--- src/rtl/alu_pkg.sv ---
// Shared types for the bit-serial ALU sequencer: operation codes and FSM states.
package alu_pkg;

    typedef enum logic [1:0] {
        OP_AND = 2'b00,
        OP_OR  = 2'b01,
        OP_XOR = 2'b10,
        OP_ADD = 2'b11
    } alu_op_e;

    typedef enum logic [1:0] {
        S_IDLE = 2'b00,
        S_RUN  = 2'b01,
        S_DONE = 2'b10
    } ser_state_e;

    // Majority of three inputs; the carry function of a full adder.
    function automatic logic maj3(input logic x, input logic y, input logic z);
        return (x & y) | (x & z) | (y & z);
    endfunction

endpackage

--- src/rtl/alu_fa_bit.sv ---
// One-bit full adder slice: supplies the ADD data bit for mux4 and the next carry.
module alu_fa_bit
    import alu_pkg::*;
(
    input  logic a,
    input  logic b,
    input  logic cin,
    output logic sum,
    output logic cout
);

    // Pure combinational sum/carry.
    assign sum  = a ^ b ^ cin;
    assign cout = maj3(a, b, cin);

endmodule

--- src/rtl/alu_serial_ctrl.sv ---
// Bit-serial ALU sequencer wrapped around an external combinational mux4.
// Accepts a WIDTH-bit request, presents one bit slice per cycle to mux4,
// collects mux4's output into a shift register and returns the result.
//
// state  | meaning
// S_IDLE | ready for a request (in_ready=1)
// S_RUN  | streaming bit slices LSB first, one per clock
// S_DONE | result valid, held until out_ready
module alu_serial_ctrl
    import alu_pkg::*;
#(
    parameter int WIDTH = 8
) (
    input  logic             clk,
    input  logic             rst_n,
    input  logic             in_valid,
    output logic             in_ready,
    input  logic [1:0]       op,
    input  logic [WIDTH-1:0] a,
    input  logic [WIDTH-1:0] b,
    output logic             mux_d0,
    output logic             mux_d1,
    output logic             mux_d2,
    output logic             mux_d3,
    output logic [1:0]       mux_sel,
    input  logic             mux_z,
    output logic             out_valid,
    input  logic             out_ready,
    output logic [WIDTH-1:0] result,
    output logic             carry_out
);

    localparam int CNT_W = $clog2(WIDTH);
    localparam logic [CNT_W-1:0] CNT_LAST = CNT_W'(WIDTH - 1);

    ser_state_e       state;
    alu_op_e          op_q;
    logic [WIDTH-1:0] a_sh;
    logic [WIDTH-1:0] b_sh;
    logic             c;
    logic [CNT_W-1:0] cnt;

    logic             run;
    logic             fa_sum;
    logic             fa_cout;
    logic             c_next;

    alu_fa_bit u_fa (
        .a    (a_sh[0]),
        .b    (b_sh[0]),
        .cin  (c),
        .sum  (fa_sum),
        .cout (fa_cout)
    );

    // Data bits for mux4 come straight from registered state and are zero outside RUN.
    assign run     = (state == S_RUN);
    assign mux_d0  = run & (a_sh[0] & b_sh[0]);
    assign mux_d1  = run & (a_sh[0] | b_sh[0]);
    assign mux_d2  = run & (a_sh[0] ^ b_sh[0]);
    assign mux_d3  = run & fa_sum;
    assign mux_sel = op_q;

    // Carry only propagates for ADD; logic ops keep it cleared so carry_out ends at 0.
    assign c_next  = (op_q == OP_ADD) ? fa_cout : 1'b0;

    // Sequencer FSM with all datapath registers and registered handshake outputs.
    always_ff @(posedge clk or negedge rst_n) begin
        if (!rst_n) begin
            state     <= S_IDLE;
            op_q      <= OP_AND;
            a_sh      <= '0;
            b_sh      <= '0;
            c         <= 1'b0;
            cnt       <= '0;
            result    <= '0;
            carry_out <= 1'b0;
            in_ready  <= 1'b1;
            out_valid <= 1'b0;
        end else begin
            case (state)
                S_IDLE: begin
                    if (in_valid && in_ready) begin
                        a_sh     <= a;
                        b_sh     <= b;
                        op_q     <= alu_op_e'(op);
                        c        <= 1'b0;
                        cnt      <= '0;
                        in_ready <= 1'b0;
                        state    <= S_RUN;
                    end
                end
                S_RUN: begin
                    result <= {mux_z, result[WIDTH-1:1]};
                    a_sh   <= a_sh >> 1;
                    b_sh   <= b_sh >> 1;
                    c      <= c_next;
                    cnt    <= cnt + 1'b1;
                    if (cnt == CNT_LAST) begin
                        carry_out <= c_next;
                        out_valid <= 1'b1;
                        state     <= S_DONE;
                    end
                end
                S_DONE: begin
                    if (out_ready) begin
                        out_valid <= 1'b0;
                        in_ready  <= 1'b1;
                        state     <= S_IDLE;
                    end
                end
                default: begin
                    out_valid <= 1'b0;
                    in_ready  <= 1'b1;
                    state     <= S_IDLE;
                end
            endcase
        end
    end

endmodule

--- config.mk ---
export PLATFORM = sky130hd
export DESIGN_NAME = alu_serial_ctrl
export DESIGN_NICKNAME = d
export VERILOG_FILES = /design/src/rtl/alu_pkg.sv /design/src/rtl/alu_fa_bit.sv /design/src/rtl/alu_serial_ctrl.sv
export SDC_FILE = /design/constraint.sdc
export NUM_CORES = 1
export LEC_CHECK = 0
export CORE_MARGIN = 4
export CORE_UTILIZATION = 42
export CTS_BUF_LIST = sky130_fd_sc_hd__clkbuf_8
export CTS_CLUSTER_SIZE = 28
export DETAILED_ROUTE_END_ITERATION = 16
export GPL_ROUTABILITY_DRIVEN = 0
export PLACE_DENSITY = 0.7
export REMOVE_ABC_BUFFERS = 1
export SYNTH_ARGS = -nofsm -noshare
export SYNTH_HDL_FRONTEND = slang
export SYNTH_SLANG_ARGS = --single-unit
--- constraint.sdc ---
create_clock -name clk -period 3.4 [get_ports clk]
set_clock_uncertainty 0.1 [all_clocks]
set_input_delay 0.34 -clock clk [delete_from_list [all_inputs] [get_ports clk]]
set_output_delay 0.34 -clock clk [all_outputs]
set_load 0.005 [all_outputs]
==> results.json <==
{
  "status": "finished, final reports clean",
  "num_rows": 22,
  "tns_ns": 0,
  "drive_gt1_share_pct": 8.12,
  "dieArea_mm2": 0.00484,
  "syn_to_final_growth_pct": 32.8,
  "yosys_most_used_dff": "dfrtp_1",
  "synth_top_area_share_pct": 53.4,
  "drt_iter0_drc": 61,
  "grt_pass1_vias": 1245,
  "ctsHoldBuffers": 0,
  "fin_crit_sh_pct": 69.1,
  "grt_use_total_pct": 13.5,
  "slew_headroom_pct": 64.1,
  "clk_pin_slew_ns": 0.07,
  "tightest_slew_ns": 0.538,
  "fillCellCount": 314,
  "syn_inst": 157,
  "final_common_cell": "nand2_1",
  "fmax_mhz": 425,
  "clockRootBuffer": "clkbuf_8",
  "vias": 1168,
  "postCtsResizedCells": 0,
  "grt_start_max_net_pins": 44,
  "setup_viol_count_final": 0,
  "start_util_pct": 43.5,
  "ys_top_cells_by_area": "dfrtp_1 53%, nand2_1 12%, mux2i_1 7.5%",
  "dieHeight_um": 69.6,
  "powerDensity_mw_per_mm2": 690,
  "htreeDepth": 2,
  "postCtsSetupBuffers": 0,
  "reg2regPathDepth": 3,
  "wl_per_cell_um": 11.8,
  "synth_top_area_cell": "dfrtp_1",
  "vias_per_cell": 4.77,
  "cts_buffers": 5,
  "seq_area_um2": 877,
  "rsz0062_at_grt": "false",
  "critPathLaunchType": "flip-flop",
  "cp.arrival_ns": 1.91,
  "netlist_area_mm2": 0.00159,
  "antenna_left": 0,
  "dp_hpwl_um": 2050,
  "gr-total-overflow": 0,
  "core_mm2": 0.00366,
  "p_total_mw": 1.46,
  "ys_warn_count": 0,
  "period_minus_slack_ns": 2.35,
  "fin_nets": 224,
  "ios": 40,
  "antenna_found_initial": 0,
  "hold_viol_final": 0,
  "power_leakage_nw": 0.942,
  "multi_input_area_um2": 638,
  "required_ns": 2.96,
  "critical_path_class": "flip-flop to output pin",
  "endpoint_kind": "output pin",
  "diodes": 0,
  "ys_ff_latch": 35,
  "drt-pass1-iter-count": 4,
  "layout_common_cells": "52 x nand2_1, 39 x clkdlybuf4s50_1, 34 x dfrtp_1",
  "wl_um": 2900,
  "portBuffers": 39,
  "cts.sinks": 35,
  "worstPathMaxFanout": 43,
  "cts_tree": "done",
  "fp.dieW_um": 69.6,
  "clockBufferDepth": 2,
  "clk_latency_ns": 0.28,
  "ir_worst_vdd_mv": 0.459,
  "grt_pass1_wl_um": 5360,
  "hold_class": "primary input to asynchronous set/reset pin",
  "yosysSeqAreaShare_pct": 55.0,
  "synth_cell_types": 27,
  "synth-async-reset-ratio_pct": 100,
  "avgSynthCellArea_um2": 10.2,
  "holdWs_ns": 0.362,
  "synth_edf_count": 0,
  "drc_errors": 0,
  "finalMaxSlewViolations": 0,
  "maxCapViolCount": 0
}
==> power by group <==
part	switching (mW)	total, mW	internal (mW)
combinational	0.217	0.446	0.229
clock	0.141	0.378	0.237
sequential	0.0905	0.637	0.546
total	0.449	1.46	1.01
==> logic make-up (layout without fill, tap and decap cells) <==
family                   count (synthesis)  count (layout)  synth area share [%]
AO/OA/AOI/OAI                           26              26                  9.18
adder cells (fa/ha/maj)                  5               5                  4.40
buffers and inverters                   13              53                  5.10
flip-flops                              35              35                  55.0
multiplexers                            15              15                  9.65
AND/OR/NAND/NOR                         63              63                  16.6
==> sequential cells by signal, summed over array words and instances, names as in the netlist, 2 cells and up <==
signal,count
a_sh,8
cnt,3
state,2
result,8
mux_sel,2
b_sh,8
==> layout make-up <==
cell class / count / share of cell area, %
inverter: 3 / 0.532
timing repair buffer: 42 / 19.5
clock buffer: 6 / 3.90
sequential: 35 / 41.4
clock inverter: 2 / 1.65
tap: 48 / 2.84
multi-input combinational: 109 / 30.1
==> path summary, 6_finish.rpt <==
path	slack (ns)	startpoint	endpoint
min in group clk	0.38	a_sh[6]	a_sh[5]
hold / removal	0.36	rst_n	a_sh[0]
setup / recovery	1.05	state[0]	mux_d2
hold reg to reg	0.38	a_sh[6]	a_sh[5]
max in group asynchronous	2.51	rst_n	in_ready
setup reg to reg	1.73	in_ready	mux_sel[1]
==> synth_stat cells, drive strengths merged, types with 2 or more instances <==
cell     n
clkbuf   2
nand2   52
a21oi    2
mux2i   12
dfrtp   34
ha       4
inv      3
buf      8
mux2     3
nor2     3
o21ai   19
and2     3
o311ai   2
==> metal layers <==
metal | up-vias | GRT usage (%) | share of wire [%]
met5 | - | 0 | 0
met4 | 0 | 3.90 | 0
met3 | 0 | 5.22 | 6.7
met2 | 37 | 22.8 | 48
met1 | 536 | 16.0 | 45
li1 | 595 | - | -
==> worst max-delay path, stage by stage (launching register included) <==
cell and delay [ns]:
dfrtp_1 0.43, nor2b_2 0.17, buf_4 0.35, and2_1 0.18
clkdlybuf4s50_1 0.49
==> through the flow <==
step | worst slack, ns | instances | instance area (µm²) | utilization (%)
6_report | 1.05 | 245 | 2120 | 57.8
3_3_place_gp | 1.40 | 237 | 2000 | 54.6
2_1_floorplan | 0.900 | 147 | 1520 | -
3_5_place_dp | 1.36 | 237 | 2000 | 54.6
4_1_cts | 1.05 | 245 | 2120 | 57.8
5_1_grt | 0.899 | 245 | 2120 | 57.8
Power figures use the tool's default switching activity.
